## src/rtl/pipeline_pkg.sv

```systemverilog
// Shared types and constants for the 64-bit in-order pipeline.
// Holds the MEM/WB register layout and the memory-access FSM states.
package pipeline_pkg;

  localparam int XLEN = 64;
  localparam logic [4:0] REG_ZERO = 5'd0;

  typedef enum logic {
    IDLE = 1'b0,
    WAIT = 1'b1
  } mem_state_t;

  typedef struct packed {
    logic            reg_write;
    logic            mem_to_reg;
    logic [XLEN-1:0] read_data;
    logic [XLEN-1:0] alu_result;
    logic [4:0]      rd;
  } mem_wb_t;

endpackage

```

## src/rtl/mem_access_fsm.sv

```systemverilog
// Tracks one outstanding data-memory access: stall while waiting, abort on timeout.
// Zero-wait accesses never stall; mem_fault pulses the cycle after an abort.
module mem_access_fsm
  import pipeline_pkg::*;
#(
  parameter int TIMEOUT_CYCLES = 16
) (
  input  logic clk,
  input  logic reset,
  input  logic mem_op_i,
  input  logic dmem_ready_i,
  output logic done_o,
  output logic abort_o,
  output logic stall_o,
  output logic mem_fault_o
);

  localparam int CNT_W = $clog2(TIMEOUT_CYCLES + 1);
  localparam logic [CNT_W-1:0] CNT_LAST = CNT_W'(TIMEOUT_CYCLES - 1);

  mem_state_t       state_q, state_d;
  logic [CNT_W-1:0] wait_cnt_q, wait_cnt_d;
  logic             mem_fault_q;

  always_ff @(posedge clk) begin
    if (reset) begin
      state_q     <= IDLE;
      wait_cnt_q  <= '0;
      mem_fault_q <= 1'b0;
    end else begin
      state_q     <= state_d;
      wait_cnt_q  <= wait_cnt_d;
      mem_fault_q <= abort_o;
    end
  end

  always_comb begin
    state_d = state_q;
    case (state_q)
      IDLE:    if (mem_op_i && !dmem_ready_i) state_d = WAIT;
      WAIT:    if (done_o || abort_o) state_d = IDLE;
      default: state_d = IDLE;
    endcase
    // Counter only runs while staying in WAIT; entry and IDLE both see zero.
    wait_cnt_d = (state_q == WAIT && state_d == WAIT) ? wait_cnt_q + 1'b1 : '0;
  end

  always_comb begin
    done_o      = mem_op_i & ~reset & dmem_ready_i;
    abort_o     = (state_q == WAIT) & (wait_cnt_q == CNT_LAST) & ~dmem_ready_i;
    stall_o     = mem_op_i & ~done_o & ~abort_o & ~reset;
    mem_fault_o = mem_fault_q;
  end

endmodule

```

## src/rtl/mem_wb_stage.sv

```systemverilog
// Memory-access stage and MEM/WB register: drives the dmem bus, stalls upstream
// while an access is outstanding, and loads a bubble on stall or timeout.
module mem_wb_stage
  import pipeline_pkg::*;
#(
  parameter int TIMEOUT_CYCLES = 16
) (
  input  logic            clk,
  input  logic            reset,
  input  logic            RegWrite_in,
  input  logic            MemtoReg_in,
  input  logic            MemWrite_in,
  input  logic [XLEN-1:0] AluOut_in,
  input  logic [XLEN-1:0] StoreData_in,
  input  logic [4:0]      Rd_in,
  output logic            dmem_req,
  output logic            dmem_we,
  output logic [XLEN-1:0] dmem_addr,
  output logic [XLEN-1:0] dmem_wdata,
  input  logic            dmem_ready,
  input  logic [XLEN-1:0] dmem_rdata,
  output logic            stall_out,
  output logic            mem_fault,
  output logic            RegWrite_Out,
  output logic            MemtoReg_Out,
  output logic [XLEN-1:0] ReadData_Out,
  output logic [XLEN-1:0] AluResult_Out,
  output logic [4:0]      Rd_out
);

  logic    mem_op, done, abort, stall;
  mem_wb_t wb_q, wb_d;

  assign mem_op     = MemtoReg_in | MemWrite_in;
  assign dmem_req   = mem_op & ~reset;
  // A load+store encoding resolves to a store.
  assign dmem_we    = MemWrite_in;
  assign dmem_addr  = AluOut_in;
  assign dmem_wdata = StoreData_in;
  assign stall_out  = stall;

  mem_access_fsm #(
    .TIMEOUT_CYCLES(TIMEOUT_CYCLES)
  ) u_fsm (
    .clk         (clk),
    .reset       (reset),
    .mem_op_i    (mem_op),
    .dmem_ready_i(dmem_ready),
    .done_o      (done),
    .abort_o     (abort),
    .stall_o     (stall),
    .mem_fault_o (mem_fault)
  );

  always_comb begin
    wb_d = '0;
    if (!(stall || abort)) begin
      wb_d.reg_write  = RegWrite_in & ~MemWrite_in & (Rd_in != REG_ZERO);
      wb_d.mem_to_reg = MemtoReg_in & ~MemWrite_in;
      wb_d.alu_result = AluOut_in;
      wb_d.rd         = Rd_in;
      wb_d.read_data  = (done && !dmem_we) ? dmem_rdata : '0;
    end
  end

  always_ff @(posedge clk) begin
    if (reset) wb_q <= '0;
    else       wb_q <= wb_d;
  end

  assign RegWrite_Out  = wb_q.reg_write;
  assign MemtoReg_Out  = wb_q.mem_to_reg;
  assign ReadData_Out  = wb_q.read_data;
  assign AluResult_Out = wb_q.alu_result;
  assign Rd_out        = wb_q.rd;

endmodule

```

## config.mk

```make
export PLATFORM = sky130hd
export DESIGN_NAME = mem_wb_stage
export DESIGN_NICKNAME = d
export VERILOG_FILES = /design/src/rtl/pipeline_pkg.sv /design/src/rtl/mem_access_fsm.sv /design/src/rtl/mem_wb_stage.sv
export SDC_FILE = /design/constraint.sdc
export NUM_CORES = 1
export LEC_CHECK = 0
export ABC_AREA = 0
export CORE_AREA = 2 2 181 183
export DETAILED_ROUTE_END_ITERATION = 8
export DIE_AREA = 0 0 183 185
export SLEW_MARGIN = 20
export SYNTH_ARGS = -nofsm -noshare
export SYNTH_HDL_FRONTEND = slang
export SYNTH_SLANG_ARGS = --single-unit
```

## constraint.sdc

```tcl
create_clock -name clk -period 2.12 [get_ports clk]
set_input_delay 0.424 -clock clk [delete_from_list [all_inputs] [get_ports clk]]
set_output_delay 0.424 -clock clk [all_outputs]
set_load 0.05 [all_outputs]
```

# Word level (Yosys, flattened, before mapping)
# Index checks and enable logic that the tools add are counted.
[word_totals] out_inout_bits=267 input_bits=203 reg_bits=142 word_cells=43
[op_classes] addsub=1 n_eq_ne=1 muxes=3 n_bitwise=19 n_reduce_logical=11
[ops] cell="$and A1 B1 Y1" count=10
[ops] cell="$not A1 Y1" count=8
[ops] cell="$add A5 B1 Y5 const B" count=1
[ops] cell="$eq A5 B4 Y1 const B" count=1
[ops] cell="$reduce_bool A5 Y1" count=1
[ops] cell="$reduce_or A2 Y1" count=2
[ops] cell="$logic_and A1 B1 Y1" count=3
[ops] cell="$reduce_or A3 Y1" count=1
[ops] cell="$logic_not A1 Y1" count=2
[ops] cell="$logic_or A1 B1 Y1" count=2
[ops] cell="$mux W1" count=2
[ops] cell="$pmux W1 S2" count=1
[ops] cell="$or A1 B1 Y1" count=1

# Longest topological paths before layout
# Gate-level depths: netlist of run 1.
[logic_depth] word_depth=9 ltp_mapped=7 depth_no_buf=6

# Modules after synthesis
# Synthesis of run 1 repeated with hierarchy kept, for this count alone.
[hier_totals] cells_unflattened=524 area_unflattened_um2=5475.3
[by_module_without_submodules] module="mem_wb_stage" n_inst=1 cells_each=491 area_each_um2=5162.5 seq_area_each_um2=2702.6
[by_module_without_submodules] module="mem_access_fsm" n_inst=1 cells_each=33 area_each_um2=312.8 seq_area_each_um2=140.1

# Worst setup path after synthesis of run 1
# Ideal clock, no wire load.
[synth_timing] path_kind="register to output" start="register u_fsm.wait_cnt_q[0]" end="output stall_out" path_stages_with_launch=5 arrival_ps=3361 required_time_ps=1696 slack_ps=-1665 n_path_buf=0 path_cell_list="dfxtp_1 > ha_1 > and3_1 > ha_1 > a2111oi_0"
[synth_via] elab_chain_cells=6
[synth_lines] item="start: declaration" line_no="mem_access_fsm.sv:22" source="logic [CNT_W-1:0] wait_cnt_q, wait_cnt_d;"
[synth_lines] item="start signal: assignment" line_no="mem_access_fsm.sv:32" source="wait_cnt_q <= wait_cnt_d;"
[synth_lines] item="$eq A5 B4 Y1" line_no="mem_access_fsm.sv:50" source="abort_o = (state_q == WAIT) & (wait_cnt_q == CNT_LAST) & ~dmem_ready_i;"
[synth_lines] item="$and A1 B1 Y1 (2 in series)" line_no="mem_access_fsm.sv:50"
[synth_lines] item="$not A1 Y1" line_no="mem_access_fsm.sv:51" source="stall_o = mem_op_i & ~done_o & ~abort_o & ~reset;"
[synth_lines] item="$and A1 B1 Y1 (2 in series)" line_no="mem_access_fsm.sv:51"
[synth_lines] item="end: declaration" line_no="mem_wb_stage.sv:22" source="output logic stall_out,"
# No other way between the ends.

# Worst setup path after layout of run 1
# Ends and elaborated chain as after synthesis.

==> summary.md, run 1 <==
| Metric | Value |
|---|---|
| Outcome | finished, violations left |
| Failing checks | negative setup slack |
| Initial Utilization | 15.4% |
| Tot Pwr | 7.07 mW |
| Layout area overhead | 86.6% |
| Initial DRC Count | 75 |
| Worst setup SP type | register |
| Crit path DAT | 1.80 ns |
| Cells after synthesis | 448 |
| Slowest CP cell | a2111oi_4 |
| Cell Rows | 66 |
| Residual DRC | 0 |
| Fmax | 449 MHz |
| Ports | 470 |
| VDD IR max | 0.503 mV |
| Async SR Flop Fraction | 0% |
| Top_reg_cell synth | dfxtp_1 |
| Die ar. | 33,900 µm² |
| CP delay by family, top | compound AO/OA/AOI/OAI gates |
| Unrepaired setup endpoints after global routing | true |
| Crit Path Max Fanout | 2 |
| Commonest non-fill, non-tap cell in the layout | clkdlybuf4s50_1 |
| Final number of setup-violating endpoints | 1 |
| Worst Setup Path Type | register to output port |
| CP cell instances | ha_4 > and3_4 > ha_4 > a2111oi_4 > buf_12 |
| Initial DRT Pass Iterations | 4 |
| CTS tree | built |
| Fin crit share | 105% |
| Max-cap violations | 0 |
| Worst hold path type | register to register |
| Post-route minimum period | 2.23 ns |
| Average size of a mapped cell | 11.0 µm² |
| Worst-Skew Late Latency | 0.42 ns |
| Pwr per Cell Area | 769 nW/µm² |
| Vias/cell | 3.26 |
| Clk slew on worst S/H paths | 0.06 ns |
| Final worst slack | -0.107 ns |
| Yosys warnings | 0 |
| Share of cells above drive strength 1 | 18.8% |
| Vias in the first global route | 3,653 |
| Hpwl dp | 15,200 µm |
| Hold_ws | 0.526 ns |
| Antenna-violating nets left | 0 |
| Routed len/inst | 16.7 µm |
| Clock Skew | 0.00751 ns |
| Detailed-route wire length | 18,300 µm |
| Post-synth EDFFs | 0 |
| Worst EP required | 1.70 ns |
| Pin count of the biggest net entering global routing | 66 |
| Total Routing Usage GR | 10.4% |
| Initial antenna violation count | 2 |
| Final #Nets | 879 |
| Library cells used by synthesis | 26 |
| Design area | 9200 µm² |
| Die Span Y | 185 µm |
| Sequential share of the synthesized area | 57.7% |
| Worst setup EP type | output port |
| Num Clock Sinks | 142 |
| Final Hold Fails | 0 |
| Slew margin rel. | 61.7% |
| Core footprint | 32,000 µm² |
| Cell area after synthesis | 4930 µm² |
| Final Max Slew Viols | 0 |
| CTS buffer count | 17 |
| WP buf/inv | 1 |
| Placed Area | 8590 µm² |
| Root Driver | clkbuf_16 |
| Fill count | 3,272 |
| DR vias | 3,567 |
| CTS HTree Levels | 4 |
| GRT overflow | 0 |
| Syn_nets | 653 |
| Highest-count cells in the layout ignoring fill and taps | clkdlybuf4s50_1 (270), dfxtp_1 (140), and2_1 (124), buf_12 (69), clkbuf_16 (17) |
| Worst-Margin Slew | 0.573 ns |
| CP peak stage delay | 0.39 ns |
| Gpl congestion | 0.924 |
| Critical path's most frequent cell | ha_4 |
| Die Wd | 183 µm |
| CTS Buffer Depth | 2 |
| # hold bufs at CTS | 0 |
| First-pass GRT wire length | 24,500 µm |
| Buffers on Ports | 341 |
| Leak Pwr | 3.59 nW |
| Yosys reg bits | 142 |
cell type report:
class,instances,area (µm²),share of cell area (%)
Timing Repair Buffer,350,4170,45.3
Sequential cell,142,2850,30.9
Multi-Input combinational cell,160,1100,12.0
Antenna cell,1,2.50,0.0272
Clock buffer,21,470,5.12
Clock inverter,10,88.8,0.966
Inverter,3,11.3,0.122
Tap cell,408,510,5.55
report_power, final:
part / total, mW / internal, mW / switching (mW)
logic: 1.44 / 0.669 / 0.772
registers: 2.78 / 2.76 / 0.0262
clock network: 2.84 / 1.69 / 1.15
total: 7.07 / 5.12 / 1.95
sequential cells by signal, indices dropped and copies added (netlist names):
name and count:
u_fsm.mem_fault_o 1, ReadData_Out 64, RegWrite_Out 1, u_fsm.wait_cnt_q 5, AluResult_Out 64, MemtoReg_Out 1, u_fsm.state_q 1, Rd_out 5
cell families (layout without fill, tap and decap cells):
logic type,after synthesis,in the layout,share of synthesized area (%)
XOR/XNOR,2,2,0.356
buffers and inverters,146,384,21.1
AND/OR/NAND/NOR,150,150,19.2
AO/OA/AOI/OAI,6,6,1.14
other,0,1,0
flip-flops,142,142,57.7
adder cells (fa/ha/maj),2,2,0.508
Yosys cell counts, drive strengths merged, types with 2 or more instances:
cell type	n	area [µm²]
nor2	8	30.0
dfxtp	142	2840
and2	133	843
clkbuf	14	61.3
inv	3	11.3
buf	129	968
ha	2	25.0
metal layers:
| layer | vias to the layer above | wire length, µm | track usage, % | part of all wire (%) |
|---|---|---|---|---|
| li1 | 1698 | - | - | - |
| met1 | 1562 | 5280 | 8.13 | 29 |
| met2 | 285 | 9710 | 19.2 | 53 |
| met3 | 20 | 2800 | 7.57 | 15 |
| met4 | 2 | 514 | 4.61 | 2.8 |
| met5 | - | 12 | 0 | 0.066 |
stage by stage:
step           TNS [ns]  setup WS (ns)  std cells  utilization [%]
6_report         -0.107         -0.107       1095             28.7
5_1_grt          -0.211         -0.211       1094             28.7
4_1_cts          -0.182         -0.182       1094             28.7
3_5_place_dp          0         0.0325       1061             26.8
3_3_place_gp          0         0.0448       1061             26.8
2_1_floorplan         0         0.0371        448                -
worst register-to-register path, delay by kind of cell, from the launching register on:
kind | cells | cell delay [ns]
and+or+nand+nor | 2 | 0.38
buffers and inverters | 2 | 0.37
DFF | 1 | 0.33
adders and majority gates | 2 | 0.32
AOI/OAI and AO/OA | 2 | 0.55
path summary, 6_finish.rpt:
kind                                  start                        endpoint  slack, ns  cells after the start
max          u_fsm.wait_cnt_q[0]$_SDFF_PP0_                       stall_out      -0.11                      5
min          u_fsm.wait_cnt_q[3]$_SDFF_PP0_  u_fsm.wait_cnt_q[3]$_SDFF_PP0_       0.53                      2
max reg2reg  u_fsm.wait_cnt_q[0]$_SDFF_PP0_    AluResult_Out[23]$_SDFF_PP0_       0.11                      8
min reg2reg  u_fsm.wait_cnt_q[3]$_SDFF_PP0_  u_fsm.wait_cnt_q[3]$_SDFF_PP0_       0.53                      2
timing repair:
action,in CTS,in global routing
resized for setup,7,0
endpoints found under the setup margin,1,1
pin swaps,1,0
buffers inserted,2,0
No activity file was read; power rests on OpenSTA's default activity.
==> inputs of run 2 (changes only) <==
==> constraint.sdc (replaced) <==
create_clock -name clk -period 2.12 [get_ports clk]
set_input_delay 0.424 -clock clk [delete_from_list [all_inputs] [get_ports clk]]
set_output_delay 0.424 -clock clk [all_outputs]
set_load 0.02 [all_outputs]
==> summary.md, run 2 (synthesized netlist as in run 1, its figures left out) <==
| Metric | Value |
|---|---|
| # hold bufs at CTS | 0 (unchanged) |
| Hold Crit Depth | 2 (unchanged) |
| Post-route minimum period | 2.18 ns (-0.0475 ns) |
| Outcome | finished, violations left |
| Initial DRT Pass Iterations | 4 (unchanged) |
| Final #Nets | 894 (+1.7%) |
| Final worst slack | -0.0591 ns (+0.0475 ns) |
| Vias/cell | 3.33 (+2.1%) |
| Fmax | 459 MHz (+2.2%) |
| Die Wd | 183 µm (unchanged) |
| Pin count of the biggest net entering global routing | 66 (unchanged) |
| Final Hold Fails | 0 (unchanged) |
| Pwr per Cell Area | 765 nW/µm² (-0.51%) |
| Worst Setup Path Type | register to output port |
| Share of cells above drive strength 1 | 10.7% (-8.1 points) |
| Routed len/inst | 17.1 µm (+2.1%) |
| VDD IR max | 0.530 mV (+5.2%) |
| Critical path depth | 5 (unchanged) |
| Highest-count cells in the layout ignoring fill and taps | clkdlybuf4s50_1 (337), dfxtp_1 (140), and2_1 (124), clkbuf_16 (17), buf_4 (13) |
| Worst-Margin Slew | 0.356 ns (-0.217 ns) |
| Clk slew on worst S/H paths | 0.06 ns (about the same) |
| CP peak stage delay | 0.34 ns (-0.05 ns) |
| Final Max Slew Viols | 0 (unchanged) |
| Initial Utilization | 15.4% (unchanged) |
| Unrepaired setup endpoints after global routing | true |
| CTS tree | built |
| Fin crit share | 103% (-2.2 points) |
| Root Driver | clkbuf_16 |
| Vias in the first global route | 3,657 (+0.11%) |
| First-pass GRT wire length | 25,100 µm (+2.1%) |
| Dpl ws | -0.346 ns (-0.379 ns) |
| Die Span Y | 185 µm (unchanged) |
| Leak Pwr | 3.37 nW (-6.1%) |
| Worst EP required | 1.70 ns (about the same) |
| CP cell instances | ha_4 > and3_4 > ha_4 > a2111oi_4 > buf_4 |
| Ports | 470 (unchanged) |
| Residual DRC | 0 (unchanged) |
| Gpl congestion | 0.914 (-1.1%) |
| Clock Skew | 0.00786 ns (+0.000355 ns) |
| Hpwl dp | 14,400 µm (-5.6%) |
| Detailed-route wire length | 18,900 µm (+3.4%) |
| Commonest non-fill, non-tap cell in the layout | clkdlybuf4s50_1 |
| CP delay by family, top | flip-flops |
| Num Clock Sinks | 142 (unchanged) |
| Cell Rows | 66 (unchanged) |
| CTS HTree Levels | 4 (unchanged) |
| DR vias | 3,689 (+3.4%) |
| Critical path's most frequent cell | ha_4 |
| Antenna-violating nets left | 0 (unchanged) |
| Slew margin rel. | 76.2% (+15 points) |
| Layout Cells excl Fill | 1,109 (+1.3%) |
| Core footprint | 32,000 µm² (unchanged) |
| Slowest CP cell | dfxtp_2 |
| Tot Pwr | 6.75 mW (-4.5%) |
| GRT overflow | 0 (unchanged) |
| # diodes | 0 (-1) |
| Final number of setup-violating endpoints | 1 (unchanged) |
| Crit path DAT | 1.76 ns (-0.04 ns) |
| Worst hold path type | input pin to register |
| Max-cap violations | 0 (unchanged) |
| Fill count | 3,326 (+1.7%) |
| Layout area overhead | 79.1% |
| Placed cells | 1,067 (+0.57%) |
| Total Routing Usage GR | 10.7% (+0.36 points) |
| Buffers on Ports | 341 (unchanged) |
| Die ar. | 33,900 µm² (unchanged) |
| CTS buffer count | 17 (unchanged) |
| Worst setup EP type | output port |
| Crit Path Max Fanout | 2 (unchanged) |
| Worst-Skew Late Latency | 0.43 ns (about the same) |
| Initial antenna violation count | 1 (-1) |
| Failing checks | negative setup slack |
| Worst setup SP type | register |
| Worst reg-to-reg path cell count | 10 (+2) |
| Initial DRC Count | 68 (-9.3%) |
| CTS Buffer Depth | 2 (unchanged) |
| WP buf/inv | 1 (unchanged) |
run 2: changes by cell type in the layout (fill, tap and decap cells not counted), sizes merged, moves of 2 or more:
cell / previous run / this run
buf: 80 / 26
clkdlybuf4s50: 270 / 337
clkinv: 4 / 2
clkinvlp: 4 / 2
inv: 4 / 8
run 2: power breakdown:
group          internal [mW]  leakage, nW  total, mW  switching (mW)
combinational          0.582         1.93      0.992           0.409
sequential              2.76         1.16       2.79          0.0269
clock                   1.77        0.278       2.97            1.20
run 2: through the flow:
step | hold WS, ns | instance area (µm²) | TNS, ns | util, %
2_1_floorplan | 0.418 | 4930 | 0 | -
3_3_place_gp | 0.497 | 7970 | -0.581 | 24.9
3_5_place_dp | 0.511 | 7970 | -0.537 | 24.9
4_1_cts | 0.510 | 8760 | -0.170 | 27.3
5_1_grt | 0.528 | 8820 | -0.170 | 27.5
6_report | 0.553 | 8820 | -0.0591 | 27.5
run 2: path summary, 6_finish.rpt:
| path | end | start | slack [ns] |
|---|---|---|---|
| setup / recovery | stall_out | u_fsm.wait_cnt_q[0]$_SDFF_PP0_ | -0.06 |
| hold / removal | ReadData_Out[32]$_SDFF_PP0_ | dmem_rdata[32] | 0.55 |
| setup reg to reg | RegWrite_Out$_SDFF_PP0_ | u_fsm.wait_cnt_q[0]$_SDFF_PP0_ | 0.02 |
| hold reg to reg | u_fsm.wait_cnt_q[4]$_SDFF_PP0_ | u_fsm.wait_cnt_q[4]$_SDFF_PP0_ | 0.57 |
run 2: repair_timing:
action / CTS / global route
setup buffers: 4 / 4
cloned: 4 / 0
pin swaps: 3 / 2
endpoints found under the setup margin: 39 / 32
gates resized for setup: 17 / 8
run 2: area by class of cell:
class	instances	area [µm²]	share of cell area, %
multi-input cells	160	1110	12.6
inverters	3	11.3	0.128
clock buffers	20	447	5.06
clock inverters	11	133	1.50
repair buffers	365	3760	42.7
well taps	408	510	5.79
flip-flops and latches	142	2850	32.2
run 2: worst reg2reg max path, cell delays in order, from the launching register on:
cell and delay, ns:
dfxtp_2 0.34, ha_4 0.15, and3_4 0.15, ha_4 0.17, buf_6 0.12, a211o_4 0.32
a21oi_4 0.17, buf_12 0.14, buf_12 0.14, buf_12 0.13, and4bb_2 0.21
run 2: layer usage:
layer  global-route usage, %  routed length (µm)  share of wire, %  vias to the layer above
li1                        -                   -                 -                     1734
met1                    9.43                6000                32                     1653
met2                    19.1                9720                51                      283
met3                    6.78                2600                14                       19
met4                    5.12                 604               3.2                        0
met5                   0.444                   0                 0                        -
==> inputs of run 3 (changes only) <==
--- a/config.mk
+++ b/config.mk
@@ -6,9 +6,12 @@
 export NUM_CORES = 1
 export LEC_CHECK = 0
 export ABC_AREA = 0
+export ABC_CLOCK_PERIOD_IN_PS = 2120
 export CORE_AREA = 2 2 181 183
 export DETAILED_ROUTE_END_ITERATION = 8
 export DIE_AREA = 0 0 183 185
+export REMOVE_ABC_BUFFERS = 1
+export SKIP_CTS_REPAIR_TIMING = 1
 export SLEW_MARGIN = 20
 export SYNTH_ARGS = -nofsm -noshare
 export SYNTH_HDL_FRONTEND = slang
==> summary.md, run 3 (synthesized netlist as in run 1, its figures left out) <==
| Metric | Value |
|---|---|
| CP delay by family, top | flip-flops |
| Crit path to | stall_out |
| Slowest CP cell | dfxtp_2 |
| Hold Crit Depth | 2 (unchanged) |
| CTS buffer count | 17 (unchanged) |
| CP peak stage delay | 0.33 ns (about the same) |
| Initial DRC Count | 107 (+57%) |
| Vias in the first global route | 3,790 (+3.6%) |
| Worst setup EP type | output port |
| Initial antenna violation count | 0 (-1) |
| Worst R2R End | AluResult_Out[27]$_SDFF_PP0_ |
| CTS Buffer Depth | 2 (unchanged) |
| Worst r2r src | u_fsm.wait_cnt_q[0]$_SDFF_PP0_ |
| Layout area overhead | 77.1% |
| Tot Pwr | 6.96 mW (+3.1%) |
| Buffers on Ports | 341 (unchanged) |
| Clock Skew | 0.00496 ns (-0.00290 ns) |
| Die Span Y | 185 µm (unchanged) |
| CP cell instances | ha_4 > and3_4 > ha_4 > a2111oi_4 > buf_4 |
| Routed len/inst | 22.5 µm (+32%) |
| Vias/cell | 3.50 (+5.3%) |
| Critical path's most frequent cell | ha_4 |
| WP buf/inv | 1 (unchanged) |
| Setup TNS | 0 ns (+0.0591 ns) |
| Hpwl dp | 20,300 µm (+41%) |
| CTS tree | built |
| Worst EP required | 1.70 ns (about the same) |
| Antenna-violating nets left | 0 (unchanged) |
| Fin crit share | 99.3% (-3.5 points) |
| Final Max Slew Viols | 0 (unchanged) |
| Num Clock Sinks | 142 (unchanged) |
| Final #Nets | 888 (-0.67%) |
| Dpl ws | -0.291 ns (+0.0556 ns) |
| Root Driver | clkbuf_16 |
| HP Start | u_fsm.wait_cnt_q[0]$_SDFF_PP0_ |
| R2r setup slk | 0.14 ns (+0.12 ns) |
| Ports | 470 (unchanged) |
| # diodes | 0 (unchanged) |
| Fill count | 3,363 (+1.1%) |
| Pwr per Cell Area | 798 nW/µm² (+4.3%) |
| Commonest non-fill, non-tap cell in the layout | clkdlybuf4s50_1 |
| Worst reg-to-reg path cell count | 9 (-1) |
| Seq. cell area | 2850 µm² (unchanged) |
| First-pass GRT wire length | 31,300 µm (+25%) |
| Die Wd | 183 µm (unchanged) |
| Fmax | 475 MHz (+3.5%) |
| Crit Path Max Fanout | 2 (unchanged) |
| Initial DRT Pass Iterations | 4 (unchanged) |
| Cell Rows | 66 (unchanged) |
| Total Routing Usage GR | 14.2% (+3.4 points) |
| Crit path DAT | 1.68 ns (-0.08 ns) |
| Gpl congestion | 0.712 (-22%) |
| Leak Pwr | 3.35 nW (-0.80%) |
| Worst-Margin Slew | 0.332 ns (-0.0238 ns) |
| Worst setup SP type | register |
| DR vias | 3,866 (+4.8%) |
| Placed Area | 8000 µm² (+0.33%) |
| Detailed-route wire length | 24,800 µm (+31%) |
| Highest-count cells in the layout ignoring fill and taps | clkdlybuf4s50_1 (336), dfxtp_1 (140), and2_1 (124), clkbuf_16 (18), buf_4 (15) |
| Critical path depth | 5 (unchanged) |
| Residual DRC | 0 (unchanged) |
| Post-route minimum period | 2.10 ns (-0.0742 ns) |
| Max-cap violations | 0 (unchanged) |
| Initial Utilization | 15.4% (unchanged) |
| Die ar. | 33,900 µm² (unchanged) |
| Final Hold Fails | 0 (unchanged) |
| Core footprint | 32,000 µm² (unchanged) |
| Worst hold path type | register to register |
| Pin count of the biggest net entering global routing | 68 (+3.0%) |
| Outcome | finished, final reports clean |
| Unrepaired setup endpoints after global routing | true |
| CTS HTree Levels | 4 (unchanged) |
| Design area | 8730 µm² (-1.1%) |
| Critical path origin | u_fsm.wait_cnt_q[0]$_SDFF_PP0_ |
| Worst Setup Path Type | register to output port |
| Final number of setup-violating endpoints | 0 (-1) |
| Multi-input gate area | 1100 µm² (-1.0%) |
| GRT overflow | 0 (unchanged) |
| Clk slew on worst S/H paths | 0.06 ns (about the same) |
| Share of cells above drive strength 1 | 10.2% (-0.50 points) |
| Slew margin rel. | 77.8% (+1.6 points) |
| Worst-Skew Late Latency | 0.43 ns (about the same) |
| Final worst slack | 0.0151 ns (+0.0742 ns) |
| VDD IR max | 0.493 mV (-6.9%) |
-- run 3: cell types whose count changed in the layout (fill, tap and decap cells not counted), moves of 2 or more --
| cell | before | now |
|---|---|---|
| buf_6 | 2 | 0 |
| buf_12 | 7 | 5 |
| bufinv_16 | 2 | 4 |
| clkinv_4 | 1 | 6 |
| inv_6 | 5 | 0 |
| buf_16 | 4 | 0 |
| buf_4 | 13 | 15 |
-- run 3: metal layers --
| metal | track usage (%) | vias up | wire (µm) |
|---|---|---|---|
| li1 | - | 1724 | - |
| met1 | 10.6 | 1689 | 7040 |
| met2 | 20.4 | 421 | 10300 |
| met3 | 17.2 | 26 | 6200 |
| met4 | 6.75 | 6 | 815 |
| met5 | 9.19 | - | 412 |
-- run 3: layout make-up --
class                      count  share of cell area (%)
clock inverter                13                    2.18
inverter                       3                   0.129
sequential                   142                    32.6
multi-input combinational    160                    12.6
timing repair buffer         359                    41.5
tap                          408                    5.85
clock buffer                  19                    5.08
-- run 3: power by group --
group	switching (mW)	leakage, nW	total [mW]	internal (mW)
clock	1.22	0.307	3.23	2.01
combinational	0.396	1.88	0.945	0.549
sequential	0.0277	1.16	2.79	2.76
-- run 3: worst min-delay path by stage --
stage	end	slack, ns
3_3_place_gp	u_fsm.mem_fault_o$_SDFF_PP0_	0.49
6_report	u_fsm.wait_cnt_q[0]$_SDFF_PP0_	0.54
3_5_place_dp	u_fsm.mem_fault_o$_SDFF_PP0_	0.50
2_1_floorplan	u_fsm.wait_cnt_q[0]$_SDFF_PP0_	0.42
4_1_cts	ReadData_Out[2]$_SDFF_PP0_	0.51
5_1_grt	ReadData_Out[5]$_SDFF_PP0_	0.52
-- run 3: worst min-delay path: cells and delay by family, from the launching register on --
kind                   cells  cell delay [ns]
buffers and inverters      1             0.11
DFF                        1             0.35
and+or+nand+nor            1             0.04
-- run 3: stage by stage --
stage | hold WS (ns) | utilization [%] | cells
finish | 0.538 | 27.2 | 1104
global route | 0.519 | 27.2 | 1104
CTS | 0.506 | 26.9 | 1102
detailed placement | 0.503 | 25.0 | 1070
global placement | 0.494 | 25.0 | 1070
floorplan | 0.418 | - | 305
